## config.mk

```make
export PLATFORM = sky130hd
export DESIGN_NAME = phase_unwrap_gray_flat
export DESIGN_NICKNAME = d
export VERILOG_FILES = /design/src/rtl/phase_unwrap_gray_if.sv /design/src/rtl/phase_unwrap_gray.sv /design/src/flat_wrapper.sv
export SDC_FILE = /design/constraint.sdc
export NUM_CORES = 1
export LEC_CHECK = 0
export ABC_AREA = 1
export ABC_CLOCK_PERIOD_IN_PS = 4000
export CORE_MARGIN = 10
export CORE_UTILIZATION = 40
export CTS_CLUSTER_DIAMETER = 150
export DETAILED_ROUTE_END_ITERATION = 10
export GPL_ROUTABILITY_DRIVEN = 0
export HOLD_SLACK_MARGIN = 0.1
export PLACE_DENSITY_LB_ADDON = 0.05
export SETUP_SLACK_MARGIN = 0.3
export SLEW_MARGIN = 20
export SYNTH_ARGS = -nofsm -noshare
export SYNTH_HDL_FRONTEND = slang
export SYNTH_SLANG_ARGS = --single-unit
```

## constraint.sdc

```tcl
create_clock -name clk -period 4 [get_ports clk]
set_clock_uncertainty 0.15 [all_clocks]
set_input_delay 0.4 -clock clk [delete_from_list [all_inputs] [get_ports clk]]
set_output_delay 0.4 -clock clk [all_outputs]
set_load 0.1 [all_outputs]
```

## src/rtl/phase_unwrap_gray_if.sv

```systemverilog
// Pixel stream bundle for the gray-code phase unwrapper.
// master drives gray words and wrapped phase, slave returns absolute phase.
interface phase_unwrap_gray_if #(
  parameter int GRAY_BITS    = 4,
  parameter int ARCTAN_WIDTH = 32,
  parameter int OUT_WIDTH    = 32
);
  logic [GRAY_BITS:0]             gray_code;
  logic                           gray_valid;
  logic                           wrapped_phase_valid;
  logic signed [ARCTAN_WIDTH-1:0] arctan_in;
  logic                           unwrapped_valid;
  logic signed [OUT_WIDTH-1:0]    unwrapped_phase;
  logic                           fifo_overflow;
  logic                           fifo_underflow;

  modport master (
    output gray_code, gray_valid,
    output wrapped_phase_valid, arctan_in,
    input  unwrapped_valid, unwrapped_phase,
    input  fifo_overflow, fifo_underflow
  );

  modport slave (
    input  gray_code, gray_valid,
    input  wrapped_phase_valid, arctan_in,
    output unwrapped_valid, unwrapped_phase,
    output fifo_overflow, fifo_underflow
  );
endinterface

```

## src/rtl/phase_unwrap_gray.sv

```systemverilog
// Gray-code fringe phase unwrapper: FIFO of gray words, PHI = phi0 + k*2pi.
// Define PHASE_UNWRAP_CGC_EN for complementary-gray correction (+1 stage).
module phase_unwrap_gray #(
  parameter int ARCTAN_WIDTH = 32,
  parameter int PHASE_FRAC   = 16,
  parameter int GRAY_BITS    = 4,
  parameter int FIFO_DEPTH   = 16,
  parameter int OUT_WIDTH    = 32
) (
  input logic clk,
  input logic rst,
  phase_unwrap_gray_if.slave bus
);

  localparam int PTR_W = $clog2(FIFO_DEPTH);
  localparam int CNT_W = PTR_W + 1;
  localparam int KW    = GRAY_BITS + 3;

  localparam real    SCALE    = real'(longint'(1) << PHASE_FRAC);
  localparam longint TWO_PI_L = longint'(6.283185307179586 * SCALE);

  localparam logic signed [ARCTAN_WIDTH-1:0] TWO_PI_A =
    ARCTAN_WIDTH'(TWO_PI_L);
  localparam logic signed [OUT_WIDTH-1:0] TWO_PI_O =
    OUT_WIDTH'(TWO_PI_L);

  function automatic logic [GRAY_BITS-1:0] g2b_k(
    input logic [GRAY_BITS-1:0] g
  );
    logic [GRAY_BITS-1:0] b;
    b[GRAY_BITS-1] = g[GRAY_BITS-1];
    for (int i = GRAY_BITS - 2; i >= 0; i--)
      b[i] = b[i+1] ^ g[i];
    return b;
  endfunction

  logic [GRAY_BITS:0]   mem [FIFO_DEPTH];
  logic [PTR_W-1:0]     wr_ptr, rd_ptr;
  logic [CNT_W-1:0]     count;
  logic                 push, pop, empty, full;
  logic                 do_push, do_pop;
  logic                 ovf_q, unf_q;
  logic [GRAY_BITS:0]   pop_code;

  assign push     = bus.gray_valid;
  assign pop      = bus.wrapped_phase_valid;
  assign empty    = (count == '0);
  assign full     = (count == CNT_W'(FIFO_DEPTH));
  assign do_pop   = pop & ~empty;
  assign do_push  = push & (~full | pop);
  assign pop_code = empty ? '0 : mem[rd_ptr];

  // FIFO pointers, occupancy and sticky error flags
  always_ff @(posedge clk or posedge rst) begin
    if (rst) begin
      wr_ptr <= '0;
      rd_ptr <= '0;
      count  <= '0;
      ovf_q  <= 1'b0;
      unf_q  <= 1'b0;
    end else begin
      if (do_push) wr_ptr <= wr_ptr + 1'b1;
      if (do_pop)  rd_ptr <= rd_ptr + 1'b1;
      if (do_push && !do_pop)
        count <= count + 1'b1;
      else if (!do_push && do_pop)
        count <= count - 1'b1;
      if (push && full && !pop) ovf_q <= 1'b1;
      if (pop && empty)         unf_q <= 1'b1;
    end
  end

  // Gray word storage; contents need no reset
  always_ff @(posedge clk) begin
    if (do_push) mem[wr_ptr] <= bus.gray_code;
  end

  logic signed [ARCTAN_WIDTH-1:0] phi0_in;
  assign phi0_in = bus.arctan_in[ARCTAN_WIDTH-1]
                 ? bus.arctan_in + TWO_PI_A
                 : bus.arctan_in;

  logic                           s1_valid;
  logic signed [ARCTAN_WIDTH-1:0] s1_phi0;
  logic [GRAY_BITS-1:0]           s1_k1;

  logic                           fin_valid;
  logic signed [ARCTAN_WIDTH-1:0] fin_phi0;
  logic signed [KW-1:0]           fin_k;

`ifdef PHASE_UNWRAP_CGC_EN
  localparam longint HALF_L  = longint'(1.5707963267948966 * SCALE);
  localparam longint THREE_L = longint'(4.71238898038469 * SCALE);
  localparam logic signed [ARCTAN_WIDTH-1:0] HALF_PI =
    ARCTAN_WIDTH'(HALF_L);
  localparam logic signed [ARCTAN_WIDTH-1:0] THREE_HALF_PI =
    ARCTAN_WIDTH'(THREE_L);

  function automatic logic [GRAY_BITS:0] g2b_c(
    input logic [GRAY_BITS:0] g
  );
    logic [GRAY_BITS:0] b;
    b[GRAY_BITS] = g[GRAY_BITS];
    for (int i = GRAY_BITS - 1; i >= 0; i--)
      b[i] = b[i+1] ^ g[i];
    return b;
  endfunction

  logic [GRAY_BITS+1:0] k2_sum;
  logic [GRAY_BITS:0]   s1_k2;
  logic                 s2_valid;
  logic signed [ARCTAN_WIDTH-1:0] s2_phi0;
  logic signed [KW-1:0] s2_k;
  logic [KW-1:0]        k_sel;

  assign k2_sum = {1'b0, g2b_c(pop_code)} + 1'b1;

  // Stage 1: map phase, decode both gray readings
  always_ff @(posedge clk or posedge rst) begin
    if (rst) begin
      s1_valid <= 1'b0;
      s1_phi0  <= '0;
      s1_k1    <= '0;
      s1_k2    <= '0;
    end else begin
      s1_valid <= pop;
      if (pop) begin
        s1_phi0 <= phi0_in;
        s1_k1   <= g2b_k(pop_code[GRAY_BITS:1]);
        s1_k2   <= k2_sum[GRAY_BITS+1:1];
      end
    end
  end

  // Pick fringe order by quadrant of the mapped phase
  always_comb begin
    k_sel = {3'b000, s1_k1};
    unique case (1'b1)
      (s1_phi0 < HALF_PI):
        k_sel = {2'b00, s1_k2};
      (s1_phi0 >= THREE_HALF_PI):
        k_sel = {2'b00, s1_k2} - KW'(1);
      default:
        k_sel = {3'b000, s1_k1};
    endcase
  end

  // Stage 2: register corrected order
  always_ff @(posedge clk or posedge rst) begin
    if (rst) begin
      s2_valid <= 1'b0;
      s2_phi0  <= '0;
      s2_k     <= '0;
    end else begin
      s2_valid <= s1_valid;
      if (s1_valid) begin
        s2_phi0 <= s1_phi0;
        s2_k    <= k_sel;
      end
    end
  end

  assign fin_valid = s2_valid;
  assign fin_phi0  = s2_phi0;
  assign fin_k     = s2_k;
`else
  logic unused_cgc;
  assign unused_cgc = pop_code[0];

  // Stage 1: map phase, decode fringe order
  always_ff @(posedge clk or posedge rst) begin
    if (rst) begin
      s1_valid <= 1'b0;
      s1_phi0  <= '0;
      s1_k1    <= '0;
    end else begin
      s1_valid <= pop;
      if (pop) begin
        s1_phi0 <= phi0_in;
        s1_k1   <= g2b_k(pop_code[GRAY_BITS:1]);
      end
    end
  end

  assign fin_valid = s1_valid;
  assign fin_phi0  = s1_phi0;
  assign fin_k     = {3'b000, s1_k1};
`endif

  logic signed [OUT_WIDTH-1:0] phi_ext, k_ext;
  logic                        out_valid;
  logic signed [OUT_WIDTH-1:0] out_phase;

  assign phi_ext = OUT_WIDTH'(fin_phi0);
  assign k_ext   = OUT_WIDTH'(fin_k);

  // Final stage: absolute phase, held between pixels
  always_ff @(posedge clk or posedge rst) begin
    if (rst) begin
      out_valid <= 1'b0;
      out_phase <= '0;
    end else begin
      out_valid <= fin_valid;
      if (fin_valid)
        out_phase <= phi_ext + k_ext * TWO_PI_O;
    end
  end

  assign bus.unwrapped_valid = out_valid;
  assign bus.unwrapped_phase = out_phase;
  assign bus.fifo_overflow   = ovf_q;
  assign bus.fifo_underflow  = unf_q;

endmodule
```

## src/flat_wrapper.sv

```systemverilog
// flat-port wrapper written by rule: the top's interface ports become plain ports
module phase_unwrap_gray_flat 
#(
  parameter int ARCTAN_WIDTH = 32,
  parameter int PHASE_FRAC   = 16,
  parameter int GRAY_BITS    = 4,
  parameter int FIFO_DEPTH   = 16,
  parameter int OUT_WIDTH    = 32
)
  (clk, rst, bus_gray_code, bus_gray_valid, bus_wrapped_phase_valid, bus_arctan_in, bus_unwrapped_valid, bus_unwrapped_phase, bus_fifo_overflow, bus_fifo_underflow);
  phase_unwrap_gray_if #(.GRAY_BITS(GRAY_BITS), .ARCTAN_WIDTH(ARCTAN_WIDTH), .OUT_WIDTH(OUT_WIDTH)) bus_i ();
  input logic clk;
  input logic rst;
  input wire logic [$bits(bus_i.gray_code)-1:0] bus_gray_code;
  input wire logic [$bits(bus_i.gray_valid)-1:0] bus_gray_valid;
  input wire logic [$bits(bus_i.wrapped_phase_valid)-1:0] bus_wrapped_phase_valid;
  input wire logic [$bits(bus_i.arctan_in)-1:0] bus_arctan_in;
  output wire logic [$bits(bus_i.unwrapped_valid)-1:0] bus_unwrapped_valid;
  output wire logic [$bits(bus_i.unwrapped_phase)-1:0] bus_unwrapped_phase;
  output wire logic [$bits(bus_i.fifo_overflow)-1:0] bus_fifo_overflow;
  output wire logic [$bits(bus_i.fifo_underflow)-1:0] bus_fifo_underflow;
  assign bus_i.gray_code = bus_gray_code;
  assign bus_i.gray_valid = bus_gray_valid;
  assign bus_i.wrapped_phase_valid = bus_wrapped_phase_valid;
  assign bus_i.arctan_in = bus_arctan_in;
  assign bus_unwrapped_valid = bus_i.unwrapped_valid;
  assign bus_unwrapped_phase = bus_i.unwrapped_phase;
  assign bus_fifo_overflow = bus_i.fifo_overflow;
  assign bus_fifo_underflow = bus_i.fifo_underflow;
  phase_unwrap_gray #(.ARCTAN_WIDTH(ARCTAN_WIDTH), .PHASE_FRAC(PHASE_FRAC), .GRAY_BITS(GRAY_BITS), .FIFO_DEPTH(FIFO_DEPTH), .OUT_WIDTH(OUT_WIDTH)) u_core (.clk(clk), .rst(rst), .bus(bus_i));
endmodule
```

Word level (Yosys, flattened, before mapping)
Memories as Yosys holds them, arrays and structs flattened.
Index checks and enable logic that the tools add are counted.
{"block": "word_totals", "register_bits": 85, "ramBits": 80, "input_bits": 41, "output_inout_bits": 35, "wordCells": 43, "n_memories": 1}
{"memory": "u_core.mem", "depth": 16, "width": 5, "read_ports": 1, "rd_ports_with_merged_regs": 0, "wr": 1, "line": "phase_unwrap_gray.sv:37", "text": "logic [GRAY_BITS:0] mem [FIFO_DEPTH];"}
{"block": "op_classes", "addsub": 6, "mul": 1, "n_eq_ne": 1, "muxes": 6, "n_bitwise": 8, "reduce_logical": 10}
{"cell": "adder 32 x 20 -> 32 bit, second input constant", "n": 1}
{"cell": "adder 32 bit", "n": 1}
{"cell": "two-way mux 32 bit", "n": 1}
{"cell": "multiplier 4 x 19 -> 23 bit, second input constant", "n": 1}
{"cell": "two-way mux 5 bit", "n": 3}
{"cell": "adder 4 x 1 -> 4 bit, second input constant", "n": 2}
{"cell": "adder 5 x 1 -> 5 bit, second input constant", "n": 1}
{"cell": "equality test 5 bit, second input constant", "n": 1}
{"cell": "logical AND 1 bit", "n": 5}
{"cell": "logical NOT 5 bit", "n": 1}
{"cell": "subtractor 5 x 1 -> 5 bit, second input constant", "n": 1}
{"cell": "logical NOT 1 bit", "n": 3}
{"cell": "XOR 1 bit", "n": 3}
{"cell": "bitwise AND 1 bit", "n": 2}
{"cell": "two-way mux 1 bit", "n": 2}
{"cell": "NOT 1 bit", "n": 2}
{"cell": "nonzero test 2 bit", "n": 1}
{"cell": "OR 1 bit", "n": 1}

Logic depth before layout (Yosys ltp)
{"block": "depth", "depth_word": 8, "depth_mapped": 26, "ltp_nobuf": 25}

Worst setup path after synthesis
Ideal clock, no wire load.
{"block": "synth_timing", "path_kind": "flip-flop to flip-flop", "startpoint": "register u_core.s1_k1[1]", "endpoint": "register u_core.out_phase[30] (netlist: u_core.bus.unwrapped_phase[30])", "setup_ps": 120, "arrival_time_ps": 4027, "required_ps": 3730, "slack_ps": -297, "stages_incl_launch_ff": 24, "path_buffers": 0, "synth_period_minus_slack_ps": 4297, "cell_sequence": "dfrtp_1 > fa_1 > inv_1 > fa_1 > ha_1 > inv_2 > nor2_2 > inv_1 > nor2_4 > a21oi_2 > o21ai_4 > nand3_1 > nand2_1 > xor2_1 > ha_1 > a21o_1 > a21oi_1 > o21bai_1 > a21oi_1 > nand2_1 > nand2_1 > nand2_1 > nand2_1 > nand2_1"}
{"block": "synth_via", "elab_chain_len": 2}
{"item": "start: declaration", "line": "phase_unwrap_gray.sv:85", "text": "logic [GRAY_BITS-1:0] s1_k1;"}
{"item": "start signal: assignment", "line": "phase_unwrap_gray.sv:180", "text": "s1_k1 <= g2b_k(pop_code[GRAY_BITS:1]);"}
{"item": "multiplier 4 x 19 -> 23 bit", "line": "phase_unwrap_gray.sv:205", "text": "out_phase <= phi_ext + k_ext * TWO_PI_O;"}
{"item": "adder 32 bit", "line": "phase_unwrap_gray.sv:205"}
{"item": "end signal: assignment", "line": "phase_unwrap_gray.sv:205"}
{"item": "end: declaration", "line": "phase_unwrap_gray.sv:192", "text": "logic signed [OUT_WIDTH-1:0] out_phase;"}
No other way between the ends.
A chain may end at the register's enable or synchronous reset.

Worst setup path in the final report
{"block": "layout_timing", "startpoint": "register u_core.s1_k1[2]", "endpoint": "register u_core.out_phase[20] (netlist: u_core.bus.unwrapped_phase[20])"}
The elaborated chain is that of the path after synthesis.

==> flow_results.xml <==
<?xml version="1.0" encoding="UTF-8"?>
<metrics>
  <group name="critical_path">
    <metric name="critical-path-slowest-cell" unit="">fa_2</metric>
    <metric name="critical_path.endpoint_type" unit="">flip-flop</metric>
    <metric name="worst_r2r_startpoint" unit="">u_core.s1_k1[2]</metric>
    <metric name="critPathKind" unit="">reg -&gt; reg</metric>
    <metric name="required" unit="ns">4.15</metric>
    <metric name="startpoint" unit="">u_core.s1_k1[2]</metric>
    <metric name="timing.critical_path.from_type" unit="">flip-flop</metric>
    <metric name="cpLargestDelayFamily" unit="">adder cells</metric>
    <metric name="max_fanout_on_critical_path" unit="">4</metric>
    <metric name="cp.arrival" unit="ns">4.55</metric>
    <metric name="timing.critical_path.slowest_cell_delay" unit="ns">0.62</metric>
    <metric name="crit_chain" unit="">fa_2 &gt; inv_2 &gt; fa_2 &gt; ha_4 &gt; inv_4 &gt; nor2_4 &gt; inv_4 &gt; nor2_4 &gt; a21oi_4 &gt; o21ai_4 &gt; nand3_2 &gt; nand2_2 &gt; xor2_4 &gt; ha_4 &gt; a21o_1 &gt; nand2_1 &gt; nand2_2 &gt; nor2_1 &gt; nand3_1 &gt; xor2_1 &gt; o21ai_1</metric>
    <metric name="cp.buffers_inverters" unit="">3</metric>
  </group>
  <group name="synthesis">
    <metric name="synth-edff-count" unit="">64</metric>
    <metric name="postSynthRegisterBits" unit="">149</metric>
    <metric name="synth.cell_area" unit="um2">9890</metric>
    <metric name="synth.top_cell.area_share" unit="%">21.5</metric>
    <metric name="synth_top_flop_cell" unit="">dfrtp_1</metric>
    <metric name="ys_top_cells_by_area" unit="">dfrtp_1, edfxtp_1, nand2_1, ha_1, nand3_1</metric>
    <metric name="ys_warn_count" unit="">0</metric>
    <metric name="async_flop_share" unit="%">57.0</metric>
    <metric name="sequential_cell_area_fraction_in_the_yosys_report" unit="%">40.9</metric>
    <metric name="synth.net_count" unit="">1385</metric>
    <metric name="syn_inst" unit="">1281</metric>
    <metric name="post_synthesis_cell_type_count" unit="">52</metric>
    <metric name="synth_area_per_cell" unit="um2">7.72</metric>
    <metric name="synth_top_area_cell" unit="">dfrtp_1</metric>
  </group>
  <group name="timing">
    <metric name="worst_pin_slew" unit="ns">1.01</metric>
    <metric name="grt_setup_unrepaired" unit="">yes</metric>
    <metric name="post-route-min-period" unit="ns">4.40</metric>
    <metric name="maxSlewViolCount" unit="">0</metric>
    <metric name="hold_viol" unit="">0</metric>
    <metric name="fmax" unit="MHz">227</metric>
    <metric name="setup_viol" unit="">23</metric>
    <metric name="slew_headroom" unit="%">32.5</metric>
    <metric name="period_share" unit="%">110</metric>
    <metric name="post-route-worst-setup-slack" unit="ns">-0.400</metric>
  </group>
  <group name="final_layout">
    <metric name="stdcell_area" unit="um2">13900</metric>
    <metric name="final_net_count" unit="">1589</metric>
    <metric name="areaGrowthSynthToFinish" unit="%">40.3</metric>
    <metric name="layout.cells.most_common" unit="">nand2_1</metric>
    <metric name="antennaDiodeCount" unit="">0</metric>
    <metric name="final_layout_size_suffix_gt1_share" unit="%">26.8</metric>
    <metric name="top_library_cells_by_usage_in_the_layout_fill_and_taps_aside" unit="">nand2_1, inv_1, buf_4, nor2_1, nand3_1</metric>
  </group>
  <group name="cts">
    <metric name="cts_tree" unit="">yes</metric>
    <metric name="cts_htree_levels" unit="">4</metric>
    <metric name="cts.reportedPaths.clkPinSlew" unit="ns">0.07</metric>
    <metric name="cts.hold.buffers_added" unit="">0</metric>
    <metric name="cts.path.max_buffers" unit="">2</metric>
    <metric name="cts_buffers" unit="">17</metric>
    <metric name="cts_root_buf" unit="">clkbuf_16</metric>
    <metric name="clock_latency" unit="ns">0.44</metric>
    <metric name="clock_sink_count" unit="">149</metric>
  </group>
  <group name="place">
    <metric name="port_buffer_cells" unit="">74</metric>
    <metric name="dp.final_hpwl" unit="um">22400</metric>
    <metric name="placed_area" unit="um2">12000</metric>
  </group>
  <group name="drt">
    <metric name="total_wire_length" unit="um">29900</metric>
    <metric name="drt_pre_antenna_iters" unit="">5</metric>
    <metric name="vias_per_cell" unit="">5.02</metric>
    <metric name="remaining_drc_errors" unit="">0</metric>
    <metric name="drtAntennaViolNets" unit="">0</metric>
    <metric name="routed_wire_length_per_instance" unit="um">16.4</metric>
    <metric name="dr.first_iter.drc_count" unit="">574</metric>
    <metric name="num_vias" unit="">9140</metric>
  </group>
  <group name="outcome">
    <metric name="result_of_the_run" unit="">finished with violations</metric>
    <metric name="violations" unit="">setup timing</metric>
  </group>
  <group name="global_route">
    <metric name="grt-ovfl-total" unit="">0</metric>
    <metric name="grt.total_usage" unit="%">18.7</metric>
    <metric name="grt_pass1_wl" unit="um">46700</metric>
    <metric name="pin_count_of_the_biggest_net_entering_global_routing" unit="">74</metric>
    <metric name="number_of_antenna_violations_at_the_first_check_in_global_routing" unit="">0</metric>
    <metric name="via_count_of_the_first_global_routing_pass" unit="">8947</metric>
  </group>
  <group name="floorplanning">
    <metric name="num_io_pins" unit="">76</metric>
    <metric name="dieHeight" unit="um">177</metric>
    <metric name="core_region_area" unit="um2">24300</metric>
    <metric name="fp.dieArea" unit="um2">31400</metric>
    <metric name="floorplan.rows" unit="">57</metric>
    <metric name="chipWidth" unit="um">177</metric>
    <metric name="initial_utilization" unit="%">40.7</metric>
  </group>
  <group name="min_path">
    <metric name="hold_class" unit="">reg -&gt; reg</metric>
    <metric name="hold_path_startpoint" unit="">u_core.bus.unwrapped_phase[1]</metric>
  </group>
  <group name="flow_run">
    <metric name="max_cap_violations" unit="">0</metric>
  </group>
</metrics>
## flip-flops by register name, indices dropped and copies added, names as in the netlist
| name | flops |
|---|---|
| u_core.mem | 64 |
| u_core.bus.unwrapped_phase | 32 |
| u_core.fin_phi0 | 32 |
| u_core.count | 5 |
| u_core.rd_ptr | 4 |
| u_core.s1_k1 | 4 |
| u_core.wr_ptr | 4 |
| u_core.bus.fifo_overflow | 1 |
| u_core.bus.fifo_underflow | 1 |
| u_core.bus.unwrapped_valid | 1 |
| u_core.fin_valid | 1 |
## cell usage after synthesis, types with 2 or more instances
cell,n
nand2_1,370
inv_1,137
nor2_1,131
nand3_1,103
dfrtp_1,85
edfxtp_1,64
o21ai_0,62
ha_1,55
a21oi_1,47
xor2_1,37
nand4_1,26
clkbuf_1,17
nor3_1,17
o21ai_1,15
xnor2_1,13
a31oi_1,10
inv_2,9
fa_1,8
o21bai_1,7
nand3_2,5
nor4_1,5
o21ai_2,5
nand2_2,4
o211ai_1,4
a21o_1,3
buf_2,3
nand3b_1,3
o22ai_1,3
or2_2,3
a21oi_2,2
buf_1,2
buf_4,2
buf_6,2
buf_8,2
nor2_4,2
o211ai_2,2
## path summary, 6_finish.rpt
path / to / depth (start not counted) / slack (ns)
max in group asynchronous: u_core.fin_phi0[5] / 3 / 2.56
min in group asynchronous: u_core.count[0] / 2 / 0.36
max: u_core.bus.unwrapped_phase[20] / 21 / -0.40
min reg2reg: u_core.bus.unwrapped_phase[1] / 2 / 0.32
min: u_core.bus.unwrapped_phase[1] / 2 / 0.32
max reg2reg: u_core.bus.unwrapped_phase[20] / 21 / -0.40
## area by class of cell
class	instances	area, um2
fillers	2135	10400
inverters	147	562
clock inverters	15	211
well taps	324	405
clock buffers	17	425
multi-input cells	956	6330
repair buffers	214	1890
flip-flops and latches	149	4050
## routing by layer
| metal | global-route usage [%] | up-vias | wire [um] |
|---|---|---|---|
| met5 | 0 | - | 0 |
| met4 | 4.48 | 0 | 416 |
| met3 | 2.94 | 26 | 1390 |
| met2 | 31.7 | 219 | 14500 |
| met1 | 24.4 | 4256 | 13600 |
| li1 | - | 4639 | - |
## repair_timing
action / 4_1_cts / 5_1_grt
gates resized for setup: 100 / 149
endpoints found under the setup margin: 27 / 27
endpoints found under the hold margin: 0 / 0
buffers inserted: 8 / 10
pin swaps: 34 / 67
cloned: 0 / 0
## through the flow
stage	utilization (%)	instances	setup TNS [ns]	setup slack (ns)	hold WS, ns
floorplan	-	1281	-1.57	-0.167	0.202
global placement	49.2	1772	-9.33	-0.525	0.308
detailed placement	49.2	1772	-10.38	-0.540	0.309
CTS	54.1	1812	-6.48	-0.371	0.327
global route	57.0	1822	-11.43	-0.596	0.341
finish	57.0	1822	-6.42	-0.400	0.320
## worst reg2reg max path, stage by stage (launching register included)
cell	delay, ns
dfrtp_1	0.40
fa_2	0.62
inv_2	0.05
fa_2	0.50
ha_4	0.34
inv_4	0.05
nor2_4	0.11
inv_4	0.06
nor2_4	0.11
a21oi_4	0.08
o21ai_4	0.23
nand3_2	0.09
nand2_2	0.12
xor2_4	0.18
ha_4	0.25
a21o_1	0.21
nand2_1	0.10
nand2_2	0.07
nor2_1	0.14
nand3_1	0.13
xor2_1	0.18
o21ai_1	0.07
## cell families after synthesis
| kind of cell | synth area share, % |
|---|---|
| xor gates and xnor gates | 4.43 |
| DFF | 40.9 |
| adders and majority gates | 8.58 |
| buffers and inverters | 7.19 |
| AOI/OAI and AO/OA | 10.2 |
| and+or+nand+nor | 28.7 |
Power is left out: the tool's default activity adds up to more than one toggle a clock period on the data nets, which glitch-free logic cannot reach.
